<file path="config.mk">
export PLATFORM = sky130hd
export DESIGN_NAME = tri_host_driver
export DESIGN_NICKNAME = d
export VERILOG_FILES = /design/src/rtl/tri_host_driver.sv
export SDC_FILE = /design/constraint.sdc
export NUM_CORES = 1
export LEC_CHECK = 0
export ABC_AREA = 1
export CAP_MARGIN = 25
export CORE_MARGIN = 2
export CORE_UTILIZATION = 55
export CTS_BUF_LIST = sky130_fd_sc_hd__clkbuf_16
export DETAILED_ROUTE_END_ITERATION = 10
export GPL_TIMING_DRIVEN = 0
export HOLD_SLACK_MARGIN = 0.1
export PLACE_DENSITY = 0.76
export SLEW_MARGIN = 30
export SYNTH_ARGS = -nofsm -noshare
export SYNTH_HDL_FRONTEND = slang
export SYNTH_SLANG_ARGS = --single-unit
</file>
<file path="constraint.sdc">
create_clock -name clk -period 5 [get_ports clk]
set_input_delay 1 -clock clk [delete_from_list [all_inputs] [get_ports clk]]
set_output_delay 1 -clock clk [all_outputs]
set_load 0.03 [all_outputs]
</file>
<file path="src/rtl/tri_host_driver.sv">
// Host-side driver for a triangle rasterizer: buffers three vertices, streams
// them out in three back-to-back cycles, then captures the rasterizer's inside
// pixels into a 64-bit bitmap and counts the distinct ones.
//
// Handshake: a vertex is taken on any rising edge where wr_en=1, full=0 and the
// FSM is in IDLE or LOAD; otherwise the write is dropped with no back-pressure.
// The rasterizer sees nt=1 for exactly one cycle (SEND1) followed by two more
// vertex cycles. busy=1 acknowledges the triangle and qualifies po/xo/yo;
// busy falling back to 0 ends the frame.
module tri_host_driver #(
  parameter int TIMEOUT = 8,
  parameter int MAXRUN  = 80
) (
  input  logic       clk,
  input  logic       reset,
  input  logic       wr_en,
  input  logic [2:0] wr_x,
  input  logic [2:0] wr_y,
  output logic       full,
  input  logic       clr,
  output logic       nt,
  output logic [2:0] xi,
  output logic [2:0] yi,
  input  logic       busy,
  input  logic       po,
  input  logic [2:0] xo,
  input  logic [2:0] yo,
  output logic       done,
  output logic       err,
  output logic [6:0] pix_cnt,
  input  logic [5:0] rd_addr,
  output logic       rd_data,
  output logic [3:0] state_dbg
);

  typedef enum logic [3:0] {
    S_IDLE, S_LOAD, S_WAIT_IDLE, S_SEND1, S_SEND2, S_SEND3, S_ARM, S_RUN, S_DONE
  } state_t;

  state_t            state_q, state_d;
  logic [1:0]        vcnt_q, vcnt_d;     // vertices held in the buffer
  logic [2:0][5:0]   vert_q, vert_d;     // each entry packed as {y, x}
  logic [6:0]        cyc_q, cyc_d;       // ARM / RUN watchdog counter
  logic              err_q, err_d;
  logic [6:0]        pix_q, pix_d;
  logic [63:0]       bitmap_q, bitmap_d;
  logic              wr_ok;
  logic [5:0]        pix_addr;

  // State register and datapath flops; reset abandons any frame in flight.
  always_ff @(posedge clk or negedge reset) begin
    if (!reset) begin
      state_q  <= S_IDLE;
      vcnt_q   <= '0;
      vert_q   <= '0;
      cyc_q    <= '0;
      err_q    <= 1'b0;
      pix_q    <= '0;
      bitmap_q <= '0;
    end else begin
      state_q  <= state_d;
      vcnt_q   <= vcnt_d;
      vert_q   <= vert_d;
      cyc_q    <= cyc_d;
      err_q    <= err_d;
      pix_q    <= pix_d;
      bitmap_q <= bitmap_d;
    end
  end

  // Next-state logic: vertex loading, send sequencing, watchdogs, pixel capture.
  always_comb begin
    state_d  = state_q;
    vcnt_d   = vcnt_q;
    vert_d   = vert_q;
    cyc_d    = cyc_q;
    err_d    = err_q;
    pix_d    = pix_q;
    bitmap_d = bitmap_q;
    pix_addr = {yo, xo};
    wr_ok    = wr_en && (vcnt_q != 2'd3) &&
               ((state_q == S_IDLE) || (state_q == S_LOAD));

    if (wr_ok) begin
      vert_d[vcnt_q] = {wr_y, wr_x};
      vcnt_d         = vcnt_q + 2'd1;
    end

    case (state_q)
      S_IDLE: begin
        // clr is applied before an accompanying write is taken
        if (clr) begin
          bitmap_d = '0;
          pix_d    = '0;
          err_d    = 1'b0;
        end
        if (wr_ok) state_d = S_LOAD;
      end
      S_LOAD: begin
        if (wr_ok && (vcnt_q == 2'd2)) state_d = S_WAIT_IDLE;
      end
      S_WAIT_IDLE: begin
        if (!busy) begin
          state_d  = S_SEND1;
          bitmap_d = '0;
          pix_d    = '0;
        end
      end
      S_SEND1: state_d = S_SEND2;
      S_SEND2: state_d = S_SEND3;
      S_SEND3: begin
        state_d = S_ARM;
        cyc_d   = '0;
      end
      S_ARM: begin
        if (busy) begin
          state_d = S_RUN;
          cyc_d   = '0;
        end else if (cyc_q == 7'(TIMEOUT - 1)) begin
          err_d   = 1'b1;
          state_d = S_DONE;
          vcnt_d  = '0;
        end else begin
          cyc_d = cyc_q + 7'd1;
        end
      end
      S_RUN: begin
        if (!busy) begin
          state_d = S_DONE;
          vcnt_d  = '0;
        end else begin
          if (po) begin
            bitmap_d[pix_addr] = 1'b1;
            if (!bitmap_q[pix_addr] && (pix_q < 7'd64)) pix_d = pix_q + 7'd1;
          end
          if (cyc_q == 7'(MAXRUN - 1)) begin
            err_d   = 1'b1;
            state_d = S_DONE;
            vcnt_d  = '0;
          end else begin
            cyc_d = cyc_q + 7'd1;
          end
        end
      end
      S_DONE: state_d = S_IDLE;
      default: state_d = S_IDLE;
    endcase
  end

  // Vertex bus to the rasterizer: driven only during the three send cycles.
  always_comb begin
    nt = 1'b0;
    xi = '0;
    yi = '0;
    case (state_q)
      S_SEND1: begin
        nt       = 1'b1;
        {yi, xi} = vert_q[0];
      end
      S_SEND2: {yi, xi} = vert_q[1];
      S_SEND3: {yi, xi} = vert_q[2];
      default: ;
    endcase
  end

  assign full      = (vcnt_q == 2'd3);
  assign done      = (state_q == S_DONE);
  assign err       = err_q;
  assign pix_cnt   = pix_q;
  assign rd_data   = bitmap_q[rd_addr];
  assign state_dbg = state_q;

endmodule
</file>
==> PnR_summary.wiki, run 1 <==
{| class="wikitable"
! Metric !! Value
|-
| WL final || 18200 um
|-
| Crit-path max cell delay || roughly 0.67 ns
|-
| Mapped cell area || 0.00612 mm^2
|-
| Root Buffer || sky130_fd_sc_hd__clkbuf_16
|-
| Fraction of power consumed by combinational cells || 39.8%
|-
| Vias || about 6k
|-
| Number of detailed-route iterations in the first pass || 5
|-
| Proportion of synthesized chip area in sequential cells || 42.1%
|-
| Worst slew pin tran || 0.860 ns
|-
| Path type of the worst setup path || primary input to output port
|-
| Placer congestion estimate || 0.993
|-
| RSZ-0062 raised after global routing || no
|-
| Combined buffer and inverter count along the critical path || 3
|-
| Final Max Slew Viols || 0
|-
| Die extent in y || 109 um
|-
| Total routing usage reported by global routing || 32.4%
|-
| Cell depth of the worst min-delay path || 2
|-
| Switching power as a share of total power || 41.8%
|-
| Post-route DRC violation count || 0
|-
| Average wire per standard cell || ~18 um
|-
| CTS tree || yes
|-
| Critical-path cell list || clkbuf_1, clkbuf_1, o21ai_0, o22ai_1, o211ai_1, nand3_1, nand3_1, nand2_1, clkdlybuf4s50_1
|-
| Cell family with the largest share of critical-path delay || buffers and inverters
|-
| Initial Util || 56.4%
|-
| Number of global-route vias before repair || 5756
|-
| Longest Clk Path Bufs || 2
|-
| Number of setup violations in the final report || 0
|-
| Per-cell via count in the routed design || ~5.8
|-
| Design Power || 0.00294 W
|-
| Count of final hold-check violations || 0
|-
| Full die area || 0.0120 mm^2
|-
| Net count after synthesis || between 800 and 900
|-
| Number of instances in the synthesized netlist || between 800 and 900
|-
| Clock group share of total power || between 20% and 30%
|-
| CTS clock-pin slew for the worst setup and hold paths || approximately 0.07 ns
|-
| Area growth, synth to finish || 14.5%
|-
| Post-CTS setup buffer count || 0
|-
| Seq cells post-synth || approximately 100
|-
| Share of the cycle needed by the critical path after routing || 88.9%
|-
| Part of the total power dissipated in sequential elements || 36.6%
|-
| Wire length of the first global-routing pass || 29300 um
|-
| Count of hold buffers inserted by post-cts repair || 0
|-
| Total Neg Setup Slack || 0 ns
|-
| Number of H-tree branching levels || 3
|-
| Initial antenna violation count || 0
|-
| Largest vdd supply drop || 357 uV
|-
| Cell depth of the worst flop-to-flop path || 9
|-
| CP max FO || 10
|-
| Top achievable clock speed || 0.225 GHz
|-
| Largest net degree at the start of global routing || 66
|-
| Yosys warning count || 0
|-
| Clock sink total || 103
|-
| Min-delay worst type || flop to flop
|-
| Type of element capturing the critical path || output port
|-
| Count of nets after finishing || a little over 900
|-
| Run status || finished, final reports clean
|-
| Net Sw Power || 0.00123 W
|-
| Worst Path Required || 4.00 ns
|-
| Floorplan core area || 0.0108 mm^2
|-
| Critical path's slowest cell || sky130_fd_sc_hd__clkdlybuf4s50_1
|-
| Number of port buffers || 39
|-
| Arrival time reported for the critical path endpoint || between 3 and 4 ns
|-
| Congestion Overflow GR || 0
|-
| Startpoint type of the worst setup path || primary input
|-
| Total half-perimeter wirelength after legalization and detailed placement || 13000 um
|-
| Clock network latency to the later pin of the worst-skew pair || 0.36 ns
|-
| Synth Area per Inst || 7.26 um^2
|-
| Starting DRC count in detailed routing || between 500 and 600
|-
| Placement row count || 38
|-
| Headroom to the max-slew limit || a little over two fifths
|-
| Total CTS buffers || 9
|-
| Post-CTS Resized || 0
|-
| Fraction of final layout cells sized beyond drive strength 1 || 7.23%
|-
| Lkg Pwr || 3.33 nW
|-
| Number of distinct library cell variants in the gate-level netlist after synthesis || 38
|-
| Max cap viols || 0
|-
| Die width || roughly 110 um
|-
| Total power per unit cell area || between 400 and 500 mW/mm^2
|-
| Remaining number of nets flagged by the antenna check after routing || 0
|-
| Critical path depth in cells || 9
|-
| Cell internal power dissipation || around 0.0017 W
|-
| Number of diodes || 0
|-
| Clock tree skew after final layout || 0.00626 ns
|-
| I/O pins || 46
|-
| Fin crit period || 4.44 ns
|}
## path summary, 6_finish.rpt
path | start | end | slack (ns)
worst min register to register | vert_q[7] | vert_q[7] | 0.49
min in group asynchronous | reset | bitmap_q[3] | 0.54
worst max-delay path | rd_addr[1] | rd_data | 0.56
worst max register to register | state_dbg[1] | bitmap_q[31] | 2.51
max in group asynchronous | reset | bitmap_q[40] | 3.82
worst min-delay path | vert_q[7] | vert_q[7] | 0.49
## tightest hold or removal path: cells and delay by family (launching register included)
kind / cells / cell delay (ns)
flip-flops: 1 / 0.35
AO/OA/AOI/OAI: 1 / 0.06
AND/OR/NAND/NOR: 1 / 0.05
## cells in the mapped netlist
master | n | area share [%]
sky130_fd_sc_hd__nor3_2 | 6 | 0.98
sky130_fd_sc_hd__nand4_1 | 5 | 0.51
sky130_fd_sc_hd__o221ai_1 | 2 | 0.29
sky130_fd_sc_hd__nor3_1 | 7 | 0.57
sky130_fd_sc_hd__o21ai_0 | 69 | 5.6
sky130_fd_sc_hd__or2_2 | 5 | 0.51
sky130_fd_sc_hd__nand2_2 | 2 | 0.20
sky130_fd_sc_hd__dfrtp_1 | 103 | 42
sky130_fd_sc_hd__clkbuf_2 | 1 | 0.082
sky130_fd_sc_hd__inv_2 | 11 | 0.67
sky130_fd_sc_hd__a2111oi_0 | 2 | 0.29
sky130_fd_sc_hd__nand3_2 | 2 | 0.33
sky130_fd_sc_hd__xnor2_1 | 1 | 0.14
sky130_fd_sc_hd__buf_2 | 13 | 1.1
sky130_fd_sc_hd__nand2_1 | 244 | 15
sky130_fd_sc_hd__buf_1 | 1 | 0.061
sky130_fd_sc_hd__nor2_4 | 2 | 0.37
sky130_fd_sc_hd__o2111ai_1 | 1 | 0.14
sky130_fd_sc_hd__nor3b_1 | 2 | 0.25
sky130_fd_sc_hd__clkinv_1 | 2 | 0.12
sky130_fd_sc_hd__clkbuf_1 | 17 | 1.0
sky130_fd_sc_hd__a211oi_1 | 1 | 0.12
sky130_fd_sc_hd__a21boi_1 | 29 | 3.6
sky130_fd_sc_hd__xor2_1 | 6 | 0.86
sky130_fd_sc_hd__a21oi_1 | 20 | 1.6
sky130_fd_sc_hd__ha_1 | 6 | 1.2
sky130_fd_sc_hd__o22ai_1 | 2 | 0.20
sky130_fd_sc_hd__o31ai_1 | 2 | 0.25
sky130_fd_sc_hd__o21a_1 | 35 | 4.3
sky130_fd_sc_hd__o311ai_0 | 1 | 0.14
sky130_fd_sc_hd__a22o_1 | 1 | 0.14
sky130_fd_sc_hd__a31o_2 | 1 | 0.14
sky130_fd_sc_hd__nor2_2 | 2 | 0.20
sky130_fd_sc_hd__nand3_1 | 49 | 4.0
sky130_fd_sc_hd__buf_4 | 2 | 0.25
sky130_fd_sc_hd__nor2_1 | 94 | 5.8
sky130_fd_sc_hd__o211ai_1 | 17 | 2.1
sky130_fd_sc_hd__inv_1 | 77 | 4.7
## sequential cells by signal, indices dropped and copies added (netlist names)
name,cells
bitmap_q,64
cyc_q,7
err,1
pix_cnt,7
state_dbg,4
vcnt_q,2
vert_q,18
## power groups by stage
stage               Combinational [W]  Sequential, W  Clock, W
finish                        0.00117        0.00107  0.000694
global route                  0.00129        0.00109  0.000743
CTS                           0.00116        0.00107  0.000707
detailed placement            0.00116        0.00108         0
global placement              0.00113        0.00108         0
floorplan                    0.000761        0.00109         0
## final cells by class
type | count | area, um^2
clock inverter | 7 | 66.3
sequential | 103 | 2580
tap | 140 | 175
timing repair buffer | 40 | 419
fill | 935 | 3840
buffer | 34 | 153
multi-input combinational | 616 | 3050
clock buffer | 9 | 225
inverter | 90 | 338
## per-stage QoR
stage | utilization [%] | hold slack, ns | worst slack, ns | instance area [um^2] | std cells
after floorplan | - | 0.453 | 1.78 | 6120 | 843
after global placement | 61.6 | 0.466 | -0.932 | 6680 | 1022
after detailed placement | 61.9 | 0.474 | 0.655 | 6710 | 1023
after CTS | 64.6 | 0.493 | 0.653 | 7000 | 1039
after global routing | 64.6 | 0.533 | 0.481 | 7000 | 1039
final | 64.6 | 0.491 | 0.556 | 7000 | 1039
## layer usage
metal	up-vias	global-route usage (%)	routed length [um]
li1	2831	-	-
met1	2805	42.5	7490
met2	334	51.9	8520
met3	48	6.11	1630
met4	0	14.8	597
met5	-	0	0
## cells by family after synthesis
group,Yosys count,share of synthesized area (%)
adders and majority gates,6,1.23
and+or+nand+nor,420,28.7
xor gates and xnor gates,7,1.00
AOI/OAI and AO/OA,183,18.9
buffers and inverters,124,8.02
DFF,103,42.1
## cell usage in the layout, fill, tap and decap left out, types with 7 or more instances in the layout
cell                                n
sky130_fd_sc_hd__nand3_1           49
sky130_fd_sc_hd__o211ai_1          17
sky130_fd_sc_hd__clkdlybuf4s50_1   38
sky130_fd_sc_hd__inv_2             11
sky130_fd_sc_hd__inv_1             77
sky130_fd_sc_hd__o21a_1            35
sky130_fd_sc_hd__clkbuf_16          9
sky130_fd_sc_hd__buf_2             13
sky130_fd_sc_hd__a21oi_1           20
sky130_fd_sc_hd__o21ai_0           69
sky130_fd_sc_hd__nor2_1            94
sky130_fd_sc_hd__nand2_1          244
sky130_fd_sc_hd__clkbuf_1          17
sky130_fd_sc_hd__dfrtp_1          103
sky130_fd_sc_hd__nor3_1             7
sky130_fd_sc_hd__a21boi_1          29
(Power assumes the default switching activity.)
==> run 2, diff against run 1 <==
--- a/config.mk
+++ b/config.mk
@@ -8,12 +8,12 @@
 export ABC_AREA = 1
 export CAP_MARGIN = 25
 export CORE_MARGIN = 2
-export CORE_UTILIZATION = 55
+export CORE_UTILIZATION = 54
 export CTS_BUF_LIST = sky130_fd_sc_hd__clkbuf_16
 export DETAILED_ROUTE_END_ITERATION = 10
 export GPL_TIMING_DRIVEN = 0
 export HOLD_SLACK_MARGIN = 0.1
-export PLACE_DENSITY = 0.76
+export PLACE_DENSITY = 0.77
 export SLEW_MARGIN = 30
 export SYNTH_ARGS = -nofsm -noshare
 export SYNTH_HDL_FRONTEND = slang
==> constraint.sdc (replaced) <==
create_clock -name clk -period 3.6 [get_ports clk]
set_input_delay 0.72 -clock clk [delete_from_list [all_inputs] [get_ports clk]]
set_output_delay 0.72 -clock clk [all_outputs]
set_load 0.03 [all_outputs]
==> PnR_summary.wiki, run 2 (synthesis results as in run 1) <==
{| class="wikitable"
! Metric !! Value
|-
| Run status || finished, final reports clean
|-
| Number of detailed-route iterations in the first pass || 6
|-
| Crit-path max cell delay || 0.67 ns
|-
| Clock sink total || 103
|-
| Number of global-route vias before repair || approximately 5.9k
|-
| Leading cell type in the layout, fill and taps excluded || sky130_fd_sc_hd__nand2_1
|-
| Post-route DRC violation count || 0
|-
| Post-route cell area || ~0.007 mm^2
|-
| Total half-perimeter wirelength after legalization and detailed placement || 12500 um
|-
| Min-delay worst type || primary input to asynchronous set/reset pin
|-
| Fraction of final layout cells sized beyond drive strength 1 || a little over 8%
|-
| Remaining number of nets flagged by the antenna check after routing || 0
|-
| Critical path's slowest cell || sky130_fd_sc_hd__clkdlybuf4s50_1
|-
| Vias || 5971
|-
| Cell depth of the worst flop-to-flop path || 12
|-
| Core utilization of the finished layout || 64.0%
|-
| Area growth, synth to finish || 14.4%
|-
| Count of non-filler cells in the finished layout || about 1.0k
|-
| Startpoint type of the worst setup path || primary input
|-
| Count of final hold-check violations || 0
|-
| Total routing usage reported by global routing || 29.8%
|-
| Per-cell via count in the routed design || 5.75
|-
| Average wire per standard cell || between 15 and 20 um
|-
| Congestion Overflow GR || 0
|-
| Number of setup violations in the final report || 0
|-
| Initial antenna violation count || 0
|-
| Worst reg2reg setup slack || 1.18 ns
|-
| Post-CTS setup buffer count || 0
|-
| Met1 usage in global routing || roughly two fifths
|-
| Number of diodes || 0
|-
| Cell family with the largest share of critical-path delay || buffers and inverters
|-
| CTS clock-pin slew for the worst setup and hold paths || 0.07 ns
|-
| CTS tree || yes
|-
| Register ranked first by flip-flop count || bitmap_q
|-
| Floorplan core area || 0.0109 mm^2
|-
| Die extent in y || 110 um
|-
| Clock tree skew after final layout || 0.00994 ns
|-
| Lkg Pwr || ~3.4 nW
|-
| Root Buffer || sky130_fd_sc_hd__clkbuf_16
|-
| Global-route met2 utilization || 47.9%
|-
| M3 GR Usage || under 10%
|-
| Largest net degree at the start of global routing || 58
|-
| Worst r2r src || state_dbg[1]
|-
| Total Neg Setup Slack || 0 ns
|-
| Share of the cycle needed by the critical path after routing || 95.9%
|-
| Setup crit end || rd_data
|-
| Full die area || 0.0122 mm^2
|-
| Fin crit period || 3.45 ns
|-
| Beginning of the critical path || rd_addr[0]
|-
| Combined buffer and inverter count along the critical path || 4
|-
| Most crowded layer after global routing || met2
|-
| RSZ-0062 raised after global routing || no
|-
| Post-Place Cell Area || between 0.006 and 0.007 mm^2
|-
| Starting DRC count in detailed routing || 544
|-
| Path type of the worst setup path || primary input to output port
|-
| Worst slew pin tran || 0.759 ns
|-
| Clock network latency to the later pin of the worst-skew pair || 0.36 ns
|-
| Largest vdd supply drop || approximately 570 uV
|-
| CP max FO || 10
|-
| Worst reg2reg path endpoint || bitmap_q[20]
|-
| Critical-path cell list || clkbuf_2, inv_1, clkbuf_2, o21ai_0, o221ai_1, o211ai_1, nand3_1, nand3_1, nand2_1, clkdlybuf4s50_1
|-
| Top achievable clock speed || 0.290 GHz
|-
| WL final || 17800 um
|-
| Count of nets after finishing || about 900
|-
| Final hold slack || 0.322 ns
|-
| Die width || roughly 110 um
|-
| Number of cells in the design after placement || between 1k and 1.5k
|-
| Final Max Slew Viols || 0
|-
| Total power per unit cell area || 578 mW/mm^2
|-
| Number of flip-flops under the largest register name || 64
|-
| Worst Path Required || roughly 2.9 ns
|-
| Registers with the most flip-flops || bitmap_q x64, vert_q x18
|-
| Wire length of the first global-routing pass || 29400 um
|-
| Type of element capturing the critical path || output port
|-
| Number of port buffers || 39
|-
| Post-CTS Resized || 8
|-
| Critical path depth in cells || 10
|-
| Placer congestion estimate || 0.984
|-
| Headroom to the max-slew limit || approximately 49%
|-
| Placement row count || 38
|-
| Total CTS buffers || 9
|-
| Commonest cells after routing, fill and taps aside || sky130_fd_sc_hd__nand2_1, sky130_fd_sc_hd__dfrtp_1, sky130_fd_sc_hd__nor2_1, sky130_fd_sc_hd__inv_1, sky130_fd_sc_hd__o21ai_0
|-
| Arrival time reported for the critical path endpoint || 2.73 ns
|-
| Count of hold buffers inserted by post-cts repair || 0
|-
| I/O pins || 46
|-
| Max cap viols || 0
|-
| Longest Clk Path Bufs || 2
|-
| Initial Util || 55.9%
|-
| Number of H-tree branching levels || 3
|}
run 2: cell type report:
type | instances | area (um^2)
plain buffers | 34 | 168
clock buffers | 9 | 225
clock inverters | 6 | 45.0
fillers | 975 | 3940
inverters | 90 | 338
multi-input cells | 616 | 3050
flip-flops and latches | 103 | 2580
well taps | 140 | 175
repair buffers | 40 | 419
run 2: per-layer routing:
| metal | vias up | part of all wire [%] |
|---|---|---|
| met5 | - | 0 |
| met4 | 0 | 4.2 |
| met3 | 61 | 8.7 |
| met2 | 309 | 46 |
| met1 | 2776 | 41 |
| li1 | 2825 | - |
run 2: worst min path at each step:
stage	start	end	slack, ns	depth (start not counted)
global placement	vert_q[9]	vert_q[9]	0.47	2
global route	reset	bitmap_q[52]	0.37	1
floorplan	reset	bitmap_q[0]	0.42	0
detailed placement	vert_q[8]	vert_q[8]	0.47	2
finish	reset	bitmap_q[60]	0.32	1
CTS	reset	bitmap_q[36]	0.35	1
run 2: per-stage QoR:
stage | power (W) | setup WS, ns
after floorplan | 0.00258 | 0.935
after global placement | 0.00307 | -1.99
after detailed placement | 0.00312 | -0.243
after CTS | 0.00404 | 0.0361
after global routing | 0.00429 | 0.00717
final | 0.00404 | 0.147
run 2: worst register-to-register path, stage by stage, from the launching register on:
cell	delay [ns]
sky130_fd_sc_hd__dfrtp_1	0.47
sky130_fd_sc_hd__nor2_2	0.36
sky130_fd_sc_hd__inv_2	0.11
sky130_fd_sc_hd__nor2_1	0.14
sky130_fd_sc_hd__nand2_1	0.10
sky130_fd_sc_hd__nand2_1	0.10
sky130_fd_sc_hd__a21oi_1	0.06
sky130_fd_sc_hd__nand2_1	0.19
sky130_fd_sc_hd__inv_2	0.13
sky130_fd_sc_hd__nand2_1	0.32
sky130_fd_sc_hd__inv_1	0.16
sky130_fd_sc_hd__nand2_1	0.10
sky130_fd_sc_hd__a21boi_1	0.06
run 2: power breakdown:
group          internal, W  switching, W  total (W)
Combinational     0.000549       0.00109    0.00164
Clock             0.000471      0.000450   0.000921
Sequential         0.00134      0.000142    0.00149
